## src/rtl/ecc_enc_dec_core_if.sv

```systemverilog
// Register-side bundle between the APB register selector (master) and the SECDED engine (slave).
// dbg_state mirrors the engine FSM encoding for observation only.
interface ecc_enc_dec_core_if #(
  parameter int AMBA_WORD = 32
);
  logic                 start;
  logic [AMBA_WORD-1:0] ctrl;
  logic [AMBA_WORD-1:0] data_in;
  logic [AMBA_WORD-1:0] codeword_width;
  logic [AMBA_WORD-1:0] noise;
  logic [AMBA_WORD-1:0] data_out;
  logic [1:0]           num_of_errors;
  logic                 operation_done;
  logic                 busy;
  logic [2:0]           dbg_state;

  // start is a single-cycle request with no ready: it is taken only while busy is low
  // and ctrl[1:0] is legal; operation_done is a single-cycle response that marks the
  // cycle in which data_out/num_of_errors hold the new result.
  modport master (
    output start, ctrl, data_in, codeword_width, noise,
    input  data_out, num_of_errors, operation_done, busy, dbg_state
  );

  modport slave (
    input  start, ctrl, data_in, codeword_width, noise,
    output data_out, num_of_errors, operation_done, busy, dbg_state
  );
endinterface

```

## src/rtl/ecc_enc_dec_core.sv

```systemverilog
// Extended-Hamming (SECDED) encode / decode / full-channel engine for 8-, 16- and 32-bit codewords.
// Bit 0 is overall parity; parity bits sit at power-of-two positions; data fills the rest ascending.
module ecc_enc_dec_core #(
  parameter int AMBA_WORD = 32
) (
  input  logic                     clk,
  input  logic                     rst,
  ecc_enc_dec_core_if.slave        bus
);

  typedef enum logic [2:0] {IDLE, ENC, CHAN, DEC, DONE} state_t;

  localparam logic [1:0] MODE_ENC     = 2'b00;
  localparam logic [1:0] MODE_DEC     = 2'b01;
  localparam logic [1:0] MODE_ILLEGAL = 2'b11;

  function automatic int width_n(input logic [1:0] w);
    case (w)
      2'b00:   width_n = 8;
      2'b01:   width_n = 16;
      default: width_n = 32;
    endcase
  endfunction

  function automatic logic [31:0] mask_cw(input logic [31:0] x, input logic [1:0] w);
    case (w)
      2'b00:   mask_cw = {24'b0, x[7:0]};
      2'b01:   mask_cw = {16'b0, x[15:0]};
      default: mask_cw = x;
    endcase
  endfunction

  function automatic logic [31:0] hamming_encode(input logic [31:0] d, input logic [1:0] w);
    logic [31:0] cw;
    logic [4:0]  k;
    logic        p;
    int          n;
    int          pos;
    n  = width_n(w);
    cw = '0;
    k  = '0;
    for (int i = 1; i < 32; i++) begin
      if (i < n && (i & (i - 1)) != 0) begin
        cw[i[4:0]] = d[k];
        k = k + 5'd1;
      end
    end
    // Parity slots are still zero here, so they do not disturb each other's sums.
    for (int j = 0; j < 5; j++) begin
      p = 1'b0;
      for (int i = 1; i < 32; i++) begin
        if (i < n && ((i >> j) & 1) != 0) p = p ^ cw[i[4:0]];
      end
      pos = 1 << j;
      if (pos < n) cw[pos[4:0]] = p;
    end
    cw[0] = ^cw[31:1];
    hamming_encode = cw;
  endfunction

  function automatic logic [4:0] syndrome(input logic [31:0] cw);
    logic [4:0] s;
    s = '0;
    for (int i = 1; i < 32; i++) begin
      if (cw[i[4:0]]) s = s ^ i[4:0];
    end
    syndrome = s;
  endfunction

  function automatic logic [31:0] extract(input logic [31:0] cw, input logic [1:0] w);
    logic [31:0] d;
    logic [4:0]  k;
    int          n;
    n = width_n(w);
    d = '0;
    k = '0;
    for (int i = 1; i < 32; i++) begin
      if (i < n && (i & (i - 1)) != 0) begin
        d[k] = cw[i[4:0]];
        k = k + 5'd1;
      end
    end
    extract = d;
  endfunction

  state_t                state_q, state_d;
  logic [1:0]            mode_q, mode_d;
  logic [1:0]            width_q, width_d;
  logic [AMBA_WORD-1:0]  data_q, data_d;
  logic [AMBA_WORD-1:0]  noise_q, noise_d;
  logic [31:0]           cw_q, cw_d;
  logic [4:0]            syn_q, syn_d;
  logic                  par_q, par_d;
  logic [AMBA_WORD-1:0]  data_out_q, data_out_d;
  logic [1:0]            err_q, err_d;
  logic                  done_q, done_d;
  logic [31:0]           fixed_cw;

  always_comb begin
    state_d    = state_q;
    mode_d     = mode_q;
    width_d    = width_q;
    data_d     = data_q;
    noise_d    = noise_q;
    cw_d       = cw_q;
    syn_d      = syn_q;
    par_d      = par_q;
    data_out_d = data_out_q;
    err_d      = err_q;
    done_d     = 1'b0;
    fixed_cw   = cw_q;
    unique case (state_q)
      IDLE: begin
        if (bus.start && bus.ctrl[1:0] != MODE_ILLEGAL) begin
          mode_d  = bus.ctrl[1:0];
          width_d = bus.codeword_width[1:0];
          data_d  = bus.data_in;
          noise_d = bus.noise;
          // A plain decode gets its syndrome precomputed here so DEC only corrects.
          cw_d    = mask_cw(bus.data_in, bus.codeword_width[1:0]);
          syn_d   = syndrome(cw_d);
          par_d   = ^cw_d;
          state_d = (bus.ctrl[1:0] == MODE_DEC) ? DEC : ENC;
        end
      end
      ENC: begin
        cw_d = hamming_encode(data_q, width_q);
        if (mode_q == MODE_ENC) begin
          data_out_d = cw_d;
          err_d      = 2'b00;
          done_d     = 1'b1;
          state_d    = DONE;
        end else begin
          state_d = CHAN;
        end
      end
      CHAN: begin
        cw_d    = cw_q ^ mask_cw(noise_q, width_q);
        syn_d   = syndrome(cw_d);
        par_d   = ^cw_d;
        state_d = DEC;
      end
      DEC: begin
        // Odd overall parity means one flipped bit; syndrome 0 points at the parity bit itself.
        if (par_q) fixed_cw[syn_q] = ~fixed_cw[syn_q];
        data_out_d = extract(fixed_cw, width_q);
        err_d      = par_q ? 2'b01 : ((syn_q != 5'd0) ? 2'b10 : 2'b00);
        done_d     = 1'b1;
        state_d    = DONE;
      end
      DONE:    state_d = IDLE;
      default: state_d = IDLE;
    endcase
  end

  always_ff @(posedge clk or negedge rst) begin
    if (!rst) begin
      state_q    <= IDLE;
      mode_q     <= '0;
      width_q    <= '0;
      data_q     <= '0;
      noise_q    <= '0;
      cw_q       <= '0;
      syn_q      <= '0;
      par_q      <= 1'b0;
      data_out_q <= '0;
      err_q      <= '0;
      done_q     <= 1'b0;
    end else begin
      state_q    <= state_d;
      mode_q     <= mode_d;
      width_q    <= width_d;
      data_q     <= data_d;
      noise_q    <= noise_d;
      cw_q       <= cw_d;
      syn_q      <= syn_d;
      par_q      <= par_d;
      data_out_q <= data_out_d;
      err_q      <= err_d;
      done_q     <= done_d;
    end
  end

  assign bus.data_out       = data_out_q;
  assign bus.num_of_errors  = err_q;
  assign bus.operation_done = done_q;
  assign bus.busy           = (state_q != IDLE);
  assign bus.dbg_state      = state_q;

  logic unused_reg_bits;
  assign unused_reg_bits = ^{bus.ctrl[AMBA_WORD-1:2], bus.codeword_width[AMBA_WORD-1:2]};

endmodule
```

## src/flat_wrapper.sv

```systemverilog
// flat-port wrapper written by rule: the top's interface ports become plain ports
module ecc_enc_dec_core_flat 
#(
  parameter int AMBA_WORD = 32
)
  (clk, rst, bus_start, bus_ctrl, bus_data_in, bus_codeword_width, bus_noise, bus_data_out, bus_num_of_errors, bus_operation_done, bus_busy, bus_dbg_state);
  ecc_enc_dec_core_if #(.AMBA_WORD(AMBA_WORD)) bus_i ();
  input  logic clk;
  input  logic rst;
  input wire logic [$bits(bus_i.start)-1:0] bus_start;
  input wire logic [$bits(bus_i.ctrl)-1:0] bus_ctrl;
  input wire logic [$bits(bus_i.data_in)-1:0] bus_data_in;
  input wire logic [$bits(bus_i.codeword_width)-1:0] bus_codeword_width;
  input wire logic [$bits(bus_i.noise)-1:0] bus_noise;
  output wire logic [$bits(bus_i.data_out)-1:0] bus_data_out;
  output wire logic [$bits(bus_i.num_of_errors)-1:0] bus_num_of_errors;
  output wire logic [$bits(bus_i.operation_done)-1:0] bus_operation_done;
  output wire logic [$bits(bus_i.busy)-1:0] bus_busy;
  output wire logic [$bits(bus_i.dbg_state)-1:0] bus_dbg_state;
  assign bus_i.start = bus_start;
  assign bus_i.ctrl = bus_ctrl;
  assign bus_i.data_in = bus_data_in;
  assign bus_i.codeword_width = bus_codeword_width;
  assign bus_i.noise = bus_noise;
  assign bus_data_out = bus_i.data_out;
  assign bus_num_of_errors = bus_i.num_of_errors;
  assign bus_operation_done = bus_i.operation_done;
  assign bus_busy = bus_i.busy;
  assign bus_dbg_state = bus_i.dbg_state;
  ecc_enc_dec_core #(.AMBA_WORD(AMBA_WORD)) u_core (.clk(clk), .rst(rst), .bus(bus_i));
endmodule
```

## config.mk

```make
export PLATFORM = sky130hd
export DESIGN_NAME = ecc_enc_dec_core_flat
export DESIGN_NICKNAME = d
export VERILOG_FILES = /design/src/rtl/ecc_enc_dec_core_if.sv /design/src/rtl/ecc_enc_dec_core.sv /design/src/flat_wrapper.sv
export SDC_FILE = /design/constraint.sdc
export NUM_CORES = 1
export LEC_CHECK = 0
export BUFFER_PORTS_ARGS = -buffer_cell sky130_fd_sc_hd__buf_4
export CAP_MARGIN = 10
export CORE_MARGIN = 2
export CORE_UTILIZATION = 41
export DETAILED_ROUTE_END_ITERATION = 10
export GPL_TIMING_DRIVEN = 0
export SLEW_MARGIN = 20
export SYNTH_ARGS = -nofsm -noshare
export SYNTH_HDL_FRONTEND = slang
export SYNTH_SLANG_ARGS = --single-unit
```

## constraint.sdc

```tcl
create_clock -name clk -period 6.2 [get_ports clk]
set_input_delay 0.31 -clock clk [delete_from_list [all_inputs] [get_ports clk]]
set_output_delay 0.31 -clock clk [all_outputs]
set_load 0.02 [all_outputs]
```

# Word level (Yosys, flattened, before mapping)
# Cells that the tools add are included.
dict set report op_classes {
  magnitude_cmp 134
  add_sub_neg 48
  bitwise 136
  n_reduce_logical 43
  n_eq_ne 9
  muxes 667
}
# cell count
set op_table {}
lappend op_table {{32-bit two-way mux} 58}
lappend op_table {{5-bit two-way mux} 221}
lappend op_table {{6-bit by 32-bit < comparator with 1-bit output, first input constant} 31}
lappend op_table {{32-bit bitwise mux} 26}
lappend op_table {{5-bit by 32-bit < comparator with 1-bit output, first input constant} 15}
lappend op_table {{5-bit by 6-bit < comparator with 1-bit output, second input constant} 51}
lappend op_table {{1-bit two-way mux} 266}
lappend op_table {{5-bit by 1-bit adder with 5-bit output, second input constant} 48}
lappend op_table {{4-bit by 32-bit < comparator with 1-bit output, first input constant} 7}
lappend op_table {{32-bit case mux with 2 select lines} 3}
lappend op_table {{1-bit binary-select mux with 5-bit select} 26}
lappend op_table {{1-bit demux with 5-bit select} 26}
lappend op_table {{5-bit by 1-bit >= comparator with 1-bit output, second input constant} 26}
lappend op_table {{3-bit by 32-bit < comparator with 1-bit output, first input constant} 3}
lappend op_table {{32-bit case mux with 3 select lines} 1}
lappend op_table {{1-bit XOR} 74}
lappend op_table {{4-bit two-way mux} 16}
lappend op_table {{32-bit parity} 2}
lappend op_table {{3-bit NOT} 20}
lappend op_table {{2-bit NOT} 20}
lappend op_table {{4-bit NOT} 10}
lappend op_table {{2-bit by 32-bit < comparator with 1-bit output, first input constant} 1}
lappend op_table {{32-bit XOR} 1}
lappend op_table {{31-bit parity} 1}
lappend op_table {{other kinds (21)} 84}
dict set report totals {
  regBits 144
  out_inout_bits 39
  in_bits 131
  word_cells 1048
}

# Logic depth before layout (Yosys ltp)
dict set report depth {
  word_depth 127
  ltp_mapped 17
  mapped_depth_nobuf 13
}

# Least setup slack after synthesis
# No wires, ideal clock.
dict set report synth_timing {
  path_type {register to register}
  start {register u_core.width_q[0]}
  end {register u_core.data_out_q[0] (netlist: u_core.bus.data_out[0])}
  setup_slack_ns 1.896
  synth_period_minus_slack_ns 4.304
  stages_incl_launch_ff 17
  setup_time_ns 0.136
  arrival_time_ns 4.168
  required_ns 6.064
  path_buffers 4
  cell_sequence {dfrtp_1 buf_6 or2_2 clkbuf_1 buf_1 ha_1 buf_2 nor2b_1 a21boi_1 o2bb2ai_1 xnor3_2 xnor3_2 xnor2_2 xnor2_1 xnor3_1 xnor2_1 o221ai_2}
}
dict set report synth_between {
  elab_chain_len 89
  elab_cells_between_ends 743
  cone_classes {add/sub: 48; order compare: 107; eq/ne: 1; mux: 486; bitwise: 74; reduce/logical: 27}
}
# element line
set synth_rtl {}
lappend synth_rtl {{start: declaration} ecc_enc_dec_core.sv:88} ;# logic [1:0] width_q, width_d;
lappend synth_rtl {{start signal: assignment} ecc_enc_dec_core.sv:172} ;# width_q <= width_d;
lappend synth_rtl {{2-bit by 1-bit equality test with 1-bit output / 2-bit zero test (equally long branches)} ecc_enc_dec_core.sv:18} ;# case (w)
lappend synth_rtl {{6-bit case mux with 2 select lines (*)} ecc_enc_dec_core.sv:18}
lappend synth_rtl {{32-bit two-way mux} ecc_enc_dec_core.sv:112} ;# unique case (state_q)
lappend synth_rtl {{3-bit by 32-bit < comparator with 1-bit output} {ecc_enc_dec_core.sv:43, ecc_enc_dec_core.sv:52}}
lappend synth_rtl {{1-bit two-way mux} ecc_enc_dec_core.sv:43} ;# if (i < n && (i & (i - 1)) != 0) begin
lappend synth_rtl {{5-bit two-way mux} ecc_enc_dec_core.sv:112}
lappend synth_rtl {{5-bit by 1-bit adder with 5-bit output} ecc_enc_dec_core.sv:45} ;# k = k + 5'd1;
lappend synth_rtl {{5-bit two-way mux} ecc_enc_dec_core.sv:43}
lappend synth_rtl {{[73 not listed]} --}
lappend synth_rtl {{1-bit two-way mux} ecc_enc_dec_core.sv:112}
lappend synth_rtl {{1-bit XOR} ecc_enc_dec_core.sv:52} ;# if (i < n && ((i >> j) & 1) != 0) p = p ^ cw[i[4:0]];
lappend synth_rtl {{1-bit two-way mux} ecc_enc_dec_core.sv:52}
lappend synth_rtl {{1-bit two-way mux} ecc_enc_dec_core.sv:55} ;# if (pos < n) cw[pos[4:0]] = p;
lappend synth_rtl {{1-bit two-way mux} ecc_enc_dec_core.sv:112}
lappend synth_rtl {{31-bit parity} ecc_enc_dec_core.sv:57} ;# cw[0] = ^cw[31:1];
lappend synth_rtl {{32-bit two-way mux} ecc_enc_dec_core.sv:128} ;# if (mode_q == MODE_ENC) begin
lappend synth_rtl {{32-bit case mux with 2 select lines (*)} ecc_enc_dec_core.sv:112}
lappend synth_rtl {{end signal: assignment} ecc_enc_dec_core.sv:178} ;# data_out_q <= data_out_d;
lappend synth_rtl {{end: declaration} ecc_enc_dec_core.sv:94} ;# logic [AMBA_WORD-1:0] data_out_q, data_out_d;
# Mark *: on every way between the ends. The rest lies on a longest branch, timed or not. The select of a mux whose other input is x is not followed.
# A chain may end at the register's enable or synchronous reset.

# Final worst setup path
# Ends and elaborated chain as after synthesis.

==> flow_summary.ini <==
[outcome]
status = complete, no violations

[global_routing]
grt_use_met1_pct = 39.9
grt-ovfl-total = 0
grt_max_degree = 74
first_global_vias = 8916
antenna_found_initial = 2
grt.busiest_layer = met2
grtUsageMet2_pct = 45.6
grt_pass1_wl_um = 56800
grtUsageMet3_pct = 6.22
groute.usage.overall_pct = 29.2

[floorplan]
die_w_um = 163
start_util_pct = 41.4
die-area_um2 = 26600
core_area_um2 = 25000
die_y_um = 163
ioPinCount = 170
core.rowCount = 58

[critical_path]
start_kind = flop
crit_slowest_cell = a21oi_1
r2r-start = u_core.width_q[0]$_DFFE_PN0P_
max_stage_delay_ns = 0.70
r2r_end = u_core.bus.data_out[0]$_DFFE_PN0P_
path_max_fanout = 11
critical_path.most_common_cell = xnor2_1
reg2reg_depth = 16
path_cells = buf_6 -> or2_2 -> clkbuf_1 -> buf_1 -> ha_1 -> buf_2 -> inv_1 -> o21ai_0 -> a21oi_1 -> mux2i_1 -> xnor3_2 -> xnor2_2 -> xnor2_1 -> xnor3_1 -> xnor2_1 -> o221ai_2
critPathKind = reg2reg
cp-end-kind = flop
path_buf_inv = 5
critical_path_cell_count = 16
worstPathRequired_ns = 6.50
cp_top_family = XOR/XNOR gates
rrSetupSlack_ns = 0.37
arrival_ns = 6.13

[cells_and_area]
fillers = 2436
post_route_cells_drive_above_1_share_pct = 20.4
fin_nets = 1382
postLayoutCoreUtil_pct = 49.0
area_delta_synth_final_pct = 18.2

[drt]
wire_per_inst_um = 24.3
viasPerCell = 5.99
postRouteAntennaNets = 0
drc = 0
drt_iter0_drc = 1098
vias = 9536
wirelength_um = 38700
firstDrtPassIters = 6

[placement]
dpl.hpwl_um = 30000
io_buffers = 108
globalplace.congestion = 0.985

[synthesis]
ys_seq_elements = 139
ys.flop_type = dfrtp_1
synth-edff-count = 0
ys_types = 70
syn_area_per_cell_um2 = 9.29
synthCells = 1117
netlist_area_um2 = 10400
async_reset_ff_share_pct = 100
seq_area_frac_synth_pct = 33.5
synth_fp_nets = 1252
synth_warnings = 0

[clock_network]
cts_tree = yes
clockRootBuffer = clkbuf_16
h-tree-depth = 4
insertion_delay_ns = 0.44
clkTransAtPathRegs_ns = 0.07
cts_made_buffers = 17
cts_sinks = 139
clockBufferDepth = 2
cts_resized = 0

[timing]
rsz0062_at_grt = false
finalSetupViolations = 0
fmaxAchievable_mhz = 172
fin_setup_tns_ns = 0
slew_viol_final = 0
skew_ns = 0.0120
post-route-period-util_pct = 94.0
max_slew_margin_pct = 17.7
worstMarginPinSlew_ns = 1.22
hold_viol = 0
min_period_ns = 5.83

[run]
max-cap-violations = 0

[worst_hold_path]
whs_endpoint = u_core.noise_q[22]$_DFFE_PN0P_
min_from = bus_noise[22]
min_path_cells = 2
hold_class = in2reg
stage by stage:
| stage | setup WS [ns] | cell area (um^2) | hold WS, ns | cells |
|---|---|---|---|---|
| finish | 0.370 | 12300 | 0.0997 | 1591 |
| global route | 0.181 | 12300 | 0.103 | 1590 |
| CTS | 0.496 | 12300 | 0.0970 | 1590 |
| detailed placement | 0.544 | 11700 | 0.314 | 1557 |
| global placement | 0.345 | 11600 | 0.475 | 1555 |
| floorplan | 1.90 | 10400 | 0.0144 | 1117 |
registers in the layout, summed over array words and instances, names as in the netlist:
register and count:
u_core.noise_q 32, u_core.bus.operation_done 1, u_core.cw_q 32, u_core.bus.num_of_errors 2
u_core.syn_q 5, u_core.bus.data_out 32, u_core.bus.dbg_state 3, u_core.mode_q 2
u_core.data_q 27, u_core.width_q 2, u_core.par_q 1
metal layers:
| layer | up-vias | share of wire, % |
|---|---|---|
| li1 | 4210 | - |
| met1 | 4656 | 42 |
| met2 | 574 | 45 |
| met3 | 94 | 9.2 |
| met4 | 2 | 3.5 |
| met5 | - | 0.026 |
cells in the mapped netlist (3+ instances only):
cell	n	share of area, %
xnor2_1	174	15
dfrtp_1	139	34
nand2_1	130	4.7
o21ai_0	79	3.8
nor2_1	78	2.8
mux2_2	74	8.0
clkbuf_1	61	2.2
a21oi_1	48	2.3
xor2_1	47	4.0
nand3_1	21	1.0
mux2i_1	20	1.9
a221oi_1	19	1.6
a22oi_1	19	1.4
a222oi_1	16	1.5
nor2b_1	15	0.90
nor3_1	13	0.63
buf_1	12	0.43
mux4_2	11	2.4
a31oi_1	8	0.48
buf_2	8	0.39
inv_1	8	0.29
nand2b_1	8	0.48
xnor3_1	8	1.7
a221o_1	6	0.58
and2_1	5	0.30
o22ai_1	5	0.30
or2_2	5	0.30
a211oi_1	4	0.29
and3_1	4	0.24
ha_1	4	0.48
nand3b_1	4	0.29
nor3b_1	4	0.29
o211ai_1	4	0.29
a32oi_1	3	0.25
o221ai_1	3	0.25
o31ai_1	3	0.22
or3_1	3	0.18
layout by cell type (no fill, tap or decap), types with 6 or more instances in the layout:
| cell | instances |
|---|---|
| a21oi_1 | 48 |
| a221o_1 | 6 |
| a221oi_1 | 19 |
| a222oi_1 | 16 |
| a22oi_1 | 19 |
| a31oi_1 | 8 |
| buf_1 | 12 |
| buf_2 | 8 |
| buf_4 | 109 |
| clkbuf_1 | 61 |
| clkbuf_16 | 17 |
| dfrtp_1 | 139 |
| inv_1 | 8 |
| mux2_2 | 74 |
| mux2i_1 | 20 |
| mux4_2 | 11 |
| nand2_1 | 130 |
| nand2b_1 | 8 |
| nand3_1 | 21 |
| nor2_1 | 78 |
| nor2b_1 | 15 |
| nor3_1 | 13 |
| o21ai_0 | 79 |
| xnor2_1 | 174 |
| xnor3_1 | 8 |
| xor2_1 | 47 |
area by class of cell:
type / instances / area (um^2) / share of cell area (%)
Clock inverter: 14 / 158 / 1.29
Multi-Input combinational cell: 882 / 6520 / 53.2
Inverter: 12 / 45.0 / 0.367
Timing Repair Buffer: 111 / 863 / 7.04
Tap cell: 330 / 413 / 3.37
Clock buffer: 18 / 439 / 3.58
Sequential cell: 139 / 3480 / 28.4
Antenna cell: 1 / 2.50 / 0.0204
Buffer: 84 / 344 / 2.81
logic make-up (layout without fill, tap and decap cells):
logic type	count (synthesis)	in the layout	synth area share [%]
adder cells (fa/ha/maj)	4	4	0.482
AO/OA/AOI/OAI	244	244	15.9
AND/OR/NAND/NOR	295	295	12.6
XOR/XNOR	232	232	21.0
flip-flops	139	139	33.5
buffers and inverters	96	239	3.75
multiplexers	107	107	12.7
other	0	1	0
how the worst max path moves through the flow:
stage	startpoint	to
after floorplan	u_core.width_q[0]$_DFFE_PN0P_	u_core.bus.data_out[0]$_DFFE_PN0P_
after global placement	u_core.width_q[0]$_DFFE_PN0P_	u_core.bus.data_out[0]$_DFFE_PN0P_
after detailed placement	u_core.width_q[0]$_DFFE_PN0P_	u_core.bus.data_out[0]$_DFFE_PN0P_
after CTS	u_core.width_q[0]$_DFFE_PN0P_	u_core.bus.data_out[0]$_DFFE_PN0P_
after global routing	u_core.width_q[0]$_DFFE_PN0P_	u_core.bus.data_out[0]$_DFFE_PN0P_
final	u_core.width_q[0]$_DFFE_PN0P_	u_core.bus.data_out[0]$_DFFE_PN0P_
what timing repair did:
action	in CTS	in global routing
hold buffers	1	0
hold endpoints to repair	66	0
setup buffers	0	0
Power is left out: the tool's default activity adds up to more than one toggle a clock period on the data nets, which glitch-free logic cannot reach.
